--- src/rtl/sti_rx_deserializer.sv ---
// Serial-to-parallel receive stage for the STI serial transmitter bitstream.
// Rebuilds 8/16/24/32-bit words and queues them in a small valid/ready FIFO.
module sti_rx_deserializer #(
    parameter int unsigned FIFO_AW = 2
) (
    input  logic        clk,
    input  logic        reset,
    input  logic [1:0]  cfg_length,
    input  logic        cfg_msb,
    input  logic        so_data,
    input  logic        so_valid,
    input  logic        rx_ready,
    output logic        rx_valid,
    output logic [31:0] rx_data,
    output logic [1:0]  rx_len,
    output logic        rx_busy,
    output logic        short_err,
    output logic        ovf_err,
    output logic [7:0]  word_cnt
);

    localparam int unsigned Depth = 1 << FIFO_AW;

    localparam logic [0:0] StIdle  = 1'b0;
    localparam logic [0:0] StShift = 1'b1;

    // Assembler state
    logic [0:0]  state_q, state_d;
    logic [5:0]  bit_cnt_q, bit_cnt_d;
    logic [1:0]  len_q, len_d;
    logic        msb_q, msb_d;
    logic [31:0] shreg_q, shreg_d;
    logic        short_err_q, short_err_d;
    logic        ovf_err_q, ovf_err_d;
    logic [7:0]  word_cnt_q, word_cnt_d;

    // FIFO state
    logic [31:0]        mem_q [Depth];
    logic [31:0]        mem_d [Depth];
    logic [1:0]         len_mem_q [Depth];
    logic [1:0]         len_mem_d [Depth];
    logic [FIFO_AW-1:0] wr_ptr_q, wr_ptr_d;
    logic [FIFO_AW-1:0] rd_ptr_q, rd_ptr_d;
    logic [FIFO_AW:0]   count_q, count_d;

    // Per-bit working values
    logic [1:0]  cur_len;
    logic        cur_msb;
    logic [31:0] cur_word;
    logic [5:0]  cur_cnt;
    logic [5:0]  n_bits;
    logic [4:0]  bit_idx;
    logic [31:0] word_next;
    logic        push;
    logic [31:0] push_word;
    logic [1:0]  push_len;

    logic fifo_empty;
    logic fifo_full;
    logic pop;
    logic accept;

    // In IDLE the incoming bit starts a fresh word, so config is taken live from the inputs.
    always_comb begin
        cur_len  = len_q;
        cur_msb  = msb_q;
        cur_word = shreg_q;
        cur_cnt  = bit_cnt_q;
        if (state_q == StIdle) begin
            cur_len  = cfg_length;
            cur_msb  = cfg_msb;
            cur_word = '0;
            cur_cnt  = '0;
        end
        n_bits    = ({4'b0000, cur_len} + 6'd1) << 3;
        bit_idx   = cur_msb ? 5'(n_bits - 6'd1 - cur_cnt) : cur_cnt[4:0];
        word_next = cur_word;
        word_next[bit_idx] = so_data;
    end

    always_comb begin
        state_d     = state_q;
        bit_cnt_d   = bit_cnt_q;
        len_d       = len_q;
        msb_d       = msb_q;
        shreg_d     = shreg_q;
        short_err_d = 1'b0;
        push        = 1'b0;
        push_word   = '0;
        push_len    = cur_len;

        if (so_valid) begin
            len_d = cur_len;
            msb_d = cur_msb;
            if (cur_cnt + 6'd1 == n_bits) begin
                push      = 1'b1;
                push_word = word_next;
                state_d   = StIdle;
                bit_cnt_d = '0;
                shreg_d   = '0;
            end else begin
                state_d   = StShift;
                bit_cnt_d = cur_cnt + 6'd1;
                shreg_d   = word_next;
            end
        end else if (state_q == StShift) begin
            // Bitstream stopped mid-word: the partial word is thrown away.
            short_err_d = 1'b1;
            state_d     = StIdle;
            bit_cnt_d   = '0;
            shreg_d     = '0;
        end
    end

    assign fifo_empty = (count_q == '0);
    assign fifo_full  = count_q[FIFO_AW];
    assign pop        = !fifo_empty && rx_ready;
    // A full FIFO still takes the word when the head leaves on the same edge.
    assign accept     = push && (!fifo_full || pop);

    always_comb begin
        mem_d     = mem_q;
        len_mem_d = len_mem_q;
        wr_ptr_d  = wr_ptr_q;
        rd_ptr_d  = rd_ptr_q;
        ovf_err_d = push && !accept;
        if (accept) begin
            mem_d[wr_ptr_q]     = push_word;
            len_mem_d[wr_ptr_q] = push_len;
            wr_ptr_d            = wr_ptr_q + FIFO_AW'(1);
        end
        if (pop) begin
            rd_ptr_d = rd_ptr_q + FIFO_AW'(1);
        end
        count_d    = count_q + {{FIFO_AW{1'b0}}, accept} - {{FIFO_AW{1'b0}}, pop};
        word_cnt_d = word_cnt_q + {7'd0, accept};
    end

    always_ff @(posedge clk or negedge reset) begin
        if (!reset) begin
            state_q     <= StIdle;
            bit_cnt_q   <= '0;
            len_q       <= '0;
            msb_q       <= 1'b0;
            shreg_q     <= '0;
            short_err_q <= 1'b0;
            ovf_err_q   <= 1'b0;
            word_cnt_q  <= '0;
            wr_ptr_q    <= '0;
            rd_ptr_q    <= '0;
            count_q     <= '0;
            for (int i = 0; i < Depth; i++) begin
                mem_q[i]     <= '0;
                len_mem_q[i] <= '0;
            end
        end else begin
            state_q     <= state_d;
            bit_cnt_q   <= bit_cnt_d;
            len_q       <= len_d;
            msb_q       <= msb_d;
            shreg_q     <= shreg_d;
            short_err_q <= short_err_d;
            ovf_err_q   <= ovf_err_d;
            word_cnt_q  <= word_cnt_d;
            wr_ptr_q    <= wr_ptr_d;
            rd_ptr_q    <= rd_ptr_d;
            count_q     <= count_d;
            for (int i = 0; i < Depth; i++) begin
                mem_q[i]     <= mem_d[i];
                len_mem_q[i] <= len_mem_d[i];
            end
        end
    end

    assign rx_valid  = !fifo_empty;
    assign rx_data   = fifo_empty ? 32'd0 : mem_q[rd_ptr_q];
    assign rx_len    = fifo_empty ? 2'd0 : len_mem_q[rd_ptr_q];
    assign rx_busy   = (state_q == StShift);
    assign short_err = short_err_q;
    assign ovf_err   = ovf_err_q;
    assign word_cnt  = word_cnt_q;

endmodule
--- config.mk ---
export PLATFORM = sky130hd
export DESIGN_NAME = sti_rx_deserializer
export DESIGN_NICKNAME = d
export VERILOG_FILES = /design/src/rtl/sti_rx_deserializer.sv
export SDC_FILE = /design/constraint.sdc
export NUM_CORES = 1
export LEC_CHECK = 0
export BUFFER_PORTS_ARGS = -buffer_cell sky130_fd_sc_hd__buf_2
export CORE_MARGIN = 2
export CORE_UTILIZATION = 47
export CTS_BUF_LIST = sky130_fd_sc_hd__clkbuf_4 sky130_fd_sc_hd__clkbuf_8
export CTS_CLUSTER_SIZE = 28
export DETAILED_ROUTE_END_ITERATION = 6
export GPL_TIMING_DRIVEN = 0
export PLACE_DENSITY = 0.65
export SYNTH_ARGS = -nofsm -noshare
export SYNTH_HDL_FRONTEND = slang
export SYNTH_SLANG_ARGS = --single-unit
--- constraint.sdc ---
create_clock -name clk -period 3.6 [get_ports clk]
set_input_delay 0.36 -clock clk [delete_from_list [all_inputs] [get_ports clk]]
set_output_delay 0.36 -clock clk [all_outputs]
set_load 0.01 [all_outputs]
Word level (Yosys, flattened, before mapping)
Index checks and enable logic that the tools add are counted.
- word-level logic and storage cells: 83
- input bits: 8
- register bits after elaboration: 195
- $add $sub $neg: 9
- mux-type cells: 36
- order comparisons: 5
- bitwise gates (word level): 2
- reductions and logical operators: 11
- equality and inequality tests: 1
- operator list (cell ; count):
    $mux 32 ; 10
    $bwmux 128 ; 1
    $bmux 32 s2 ; 1
    $demux 32 s2 ; 1
    $bwmux 32 ; 1
    $mux 6 ; 4
    $mux 2 ; 5
    $add 8x1->8 ; 1
    $bwmux 8 ; 1
    $mux 1 ; 8
    $add 6x1->6 const B ; 1
    $eq 6x6->1 ; 1
    $ge 3x3->1 const B ; 2
    $lt 5x6->1 const B ; 1
    $not 2->3 ; 2
    $demux 1 s5 ; 1
    $ge 5x1->1 const B ; 1
    $logic_and 1x1->1 ; 5
    $mux 5 ; 1
    $sub 5x1->5 const B ; 1
    $sub 5x5->5 ; 1
    $add 2x1->2 const B ; 2
    $bmux 2 s2 ; 1
    $demux 2 s2 ; 1
    other kinds (8) ; 10

Depth between registers and ports, before layout
- word-level depth: 13
- gate-level depth with buffers: 17

Worst setup path after synthesis
OpenSTA, ideal clock, no wires.
- path kind: flip-flop to flip-flop
- from: register state_q, in the netlist rx_busy
- to: register count_q[2]
- buffers on the path: 2
- slack: -402 ps
- data required time: 3476 ps
- cell stages (with the launch flop): 18
- library setup time: 124 ps
- period minus slack after synthesis: 4002 ps
- arrival time: 3878 ps
- cells stage by stage: dfrtp_1 -> clkbuf_1 -> clkbuf_1 -> mux2i_1 -> inv_1 -> ha_1 -> xor2_1 -> or4_1 -> a21oi_1 -> and2_2 -> nand3_4 -> ha_1 -> inv_1 -> ha_1 -> inv_1 -> fa_1 -> xnor2_1 -> xnor2_1
- word-level cells in the longest chain between the ends: 8
- elaborated cells between the ends (all ways): 10
- classes of those cells: add/sub: 4; eq/ne: 1; mux: 4; reduce/logical: 1
- ends and longest elaborated chain (item ; RTL line ; RTL):
    start, declared ; 28 ; logic [0:0] state_q, state_d;
    start signal, assigned ; 141 ; state_q <= StIdle;
    start signal, assigned ; 157 ; state_q <= state_d;
    $mux 2 ; 69 ; if (state_q == StIdle) begin
    via cur_len[0] ; 47 ; logic [1:0] cur_len;
    $add 2x1->3 ; 75 ; n_bits = ({4'b0000, cur_len} + 6'd1) << 3;
    $eq 6x6->1 ; 95 ; if (cur_cnt + 6'd1 == n_bits) begin
    $mux 1 ; 95 ;
    $mux 1 ; 92 ; if (so_valid) begin
    $logic_and 1x1->1 ; 119 ; assign accept = push && (!fifo_full || pop);
    $add 3x1->3 ; 135 ; count_d = count_q + {{FIFO_AW{1'b0}}, accept} - {{FIFO_AW{1'b0}}, pop};
    $sub 3x1->3 ; 135 ;
    via count_d[2] ; 44 ; logic [FIFO_AW:0] count_q, count_d;
    end signal, assigned ; 167 ; count_q <= count_d;
    end, declared ; 44 ;
The timed path passes the listed nets, and every way through them passes these cells.
A chain may end at the register's enable or synchronous reset.

Worst setup path after layout
Same ends and word-level chain as after synthesis.

==> impl_metrics.toml <==
[placed_design]
io_buffers = 53
hpwl_mm = 15.9
gp_congestion = 0.860

[die]
rows = 52
die_h_um = 147
num_io_pins = 54
die_w_um = 147
coreArea_um2 = 20200
initial_core_util = 0.479
dieArea_um2 = 21700

[timing]
max-slew-margin-rel = 0.411
clock.fmax_mhz = 290
setup_viol = 0
fin_crit_sh = 0.958
rsz0062_at_grt = "false"
tns_ns = 0
worstMarginPinSlew_ns = 0.883
timing.final.crit_period_ns = 3.45
fin_skew_ns = 0.0134
hold_viol = 0
slew_violations = 0

[synthesis]
synth_top_cell_by_area = "dfrtp_1"
synth_compound_area_frac = 0.0772
synth_top_family_by_area = "multiplexers"
synth_top_area_frac = 0.505
yosys.area_share.simple = 0.0896
synth_enable_flop_cells = 0
synth_area_leaders = "dfrtp_1, mux2_2, mux4_2"
synth_commonest_cells = "dfrtp_1, mux2_2, mux2_1, nand2_1, and2_1"
synthAdderAreaFrac = 0.0163
synth-seq-cells = 195
yosysMostFrequentCell = "dfrtp_1"
postSynthAreaPerCell_um2 = 13.2
synthesis.area_um2 = 9650
postSynthNetCount = 751
synthMuxAreaShare = 0.259
synth_warnings = 0
seq_area_frac_synth = 0.505
synthArstFlopShare = 1.00
synthCells = 731
synth_ff_type = "dfrtp_1"
synth-xor-area-share = 0.0191
synth_cell_types = 57

[clock_tree]
h-tree-depth = 4
clockBufferDepth = 2
cts_tree = "built"
clk_pin_slew_ns = 0.10
cts_sinks = 195
insertion_delay_ns = 0.47
cts_root_buffer = "clkbuf_8"
cts_buffers = 17

[global_routing]
grt_pass1_wl_mm = 37.4
grt_max_degree = 115
grt.total_usage = 0.222
grt-ovfl-total = 0
antenna_found_initial = 0
grt_pass1_vias = 6807

[setup_path]
cp_max_fo = 8
critPathKind = "reg2reg"
startpoint_type = "flop"
arrival_ns = 3.81
critPathRequiredTime_ns = 3.96
worstSetupEndpointType = "flop"

[finish]
area_growth_pct = 12.3
post-route-util = 0.538
num_antenna_cells = 0
drive_gt1_frac = 0.312
final_nets = 828

[pwr]
comb_power_share = 0.204
p_leak_nw = 5.28
pwr-share-clk = 0.304
p_sw_frac = 0.320
power_mw = 4.63
max-vdd-ir-drop_mv = 0.257
power.internal_mw = 3.15
power.switching_mw = 1.48
power.density_nw_per_um2 = 427
seq_power_share = 0.492

[drt]
routedWlPerCell_um = 21.0
num_vias = 6437
vias_per_cell = 5.90
dr.pass1.iters = 5
drcViolationCount = 0
wirelength_mm = 23.0
ant_nets = 0
first_iter_violations = 355

[flow_run]
max-cap-violations = 0

[outcome]
status = "complete, no violations"

[hold_path]
hp-class = "in2reg"
## cell type report
| class | instances | area [µm²] |
|---|---|---|
| fillers | 1755 | 9330 |
| repair buffers | 59 | 343 |
| inverters | 11 | 48.8 |
| well taps | 270 | 338 |
| plain buffers | 48 | 292 |
| clock inverters | 15 | 148 |
| flip-flops and latches | 195 | 4880 |
| multi-input cells | 476 | 4560 |
| clock buffers | 17 | 234 |
## logic make-up (layout without fill, tap and decap cells)
logic type      after synthesis  count (layout)
flops                       195             195
fa+ha+maj                    12              12
xor+xnor                     21              21
simple gates                151             151
buf+inv                      60             150
mux                         189             189
compound gates              103             103
## metrics by stage
step | cell area, µm² | hold WS (ns) | std cells | setup slack, ns
final | 10800 | 0.196 | 1091 | 0.150
after global placement | 10300 | 0.457 | 1054 | -1.06
after CTS | 10800 | 0.169 | 1090 | 0.0138
after detailed placement | 10300 | 0.382 | 1055 | -0.745
after global routing | 10800 | 0.208 | 1091 | 0.0242
after floorplan | 9700 | 0.0644 | 731 | 0.0376
## critical path, stage by stage (launching register included)
cell and delay (ns):
dfrtp_2 0.44, buf_12 0.15, mux2_4 0.32, ha_4 0.25, xor2_1 0.15, or4_1 0.43
a21oi_2 0.17, and2_4 0.19, nand3_4 0.10, ha_1 0.29, inv_1 0.06, ha_1 0.13
inv_1 0.05, fa_2 0.34, xnor2_2 0.14, xnor2_1 0.12
## state kept, by name, indices dropped and copies added (netlist names)
name       count
shreg_q       32
short_err      1
len_q          2
mem_q        128
ovf_err        1
bit_cnt_q      6
rx_busy        1
msb_q          1
word_cnt       8
rd_ptr_q       2
len_mem_q      8
wr_ptr_q       2
count_q        3
## metal layers
metal  routed length, µm  part of all wire  vias up  global-route usage
li1                    -                 -     2845                   -
met1                9820              0.43     3376               0.296
met2               11600              0.51      184               0.375
met3                1010             0.044       32              0.0363
met4                 484             0.021        0              0.0726
met5                   0                 0        -                   0
## layout by cell type (no fill, tap or decap), types with 4 or more instances in the layout
cell	count
buf_4	4
mux2i_1	16
a21oi_1	15
nand3b_1	4
or3_1	4
mux2_2	86
xnor2_2	4
and2_1	39
o41ai_2	4
dfrtp_1	194
nor2b_1	4
buf_2	53
nand2_1	41
buf_6	12
inv_6	5
nand3_1	9
clkbuf_1	30
a22o_1	33
mux4_2	34
xnor2_1	10
clkbuf_8	17
o31ai_1	5
nor3_1	4
mux2_1	48
o311ai_0	4
nor2_1	14
inv_1	8
ha_1	10
nand2_4	4
xor2_1	7
mux2_4	4
o21ai_0	14
o211ai_1	11
## worst paths after layout
kind | end | slack, ns | cells after the start | start
max in group asynchronous | shreg_q[9] | 2.18 | 3 | reset
worst max register to register | count_q[2] | 0.15 | 15 | rx_busy
worst max-delay path | count_q[2] | 0.15 | 15 | rx_busy
min in group asynchronous | word_cnt[7] | 0.41 | 2 | reset
worst min-delay path | msb_q | 0.20 | 3 | cfg_msb
worst min register to register | word_cnt[7] | 0.47 | 1 | word_cnt[7]
## timing repair
action	4_1_cts	5_1_grt
gates resized for setup	13	13
endpoints found under the setup margin	133	57
endpoints found under the hold margin	81	0
hold buffers	1	0
pin swaps	1	1
buffers inserted	3	1
## power by group through the flow
| stage | Combinational [mW] | Sequential, mW | Clock (mW) |
|---|---|---|---|
| after detailed placement | 0.918 | 2.32 | 0 |
| after global routing | 1.03 | 2.29 | 1.54 |
| after floorplan | 0.618 | 2.31 | 0 |
| final | 0.946 | 2.28 | 1.41 |
| after CTS | 0.941 | 2.28 | 1.44 |
| after global placement | 0.899 | 2.32 | 0 |
(Power assumes the default switching activity.)
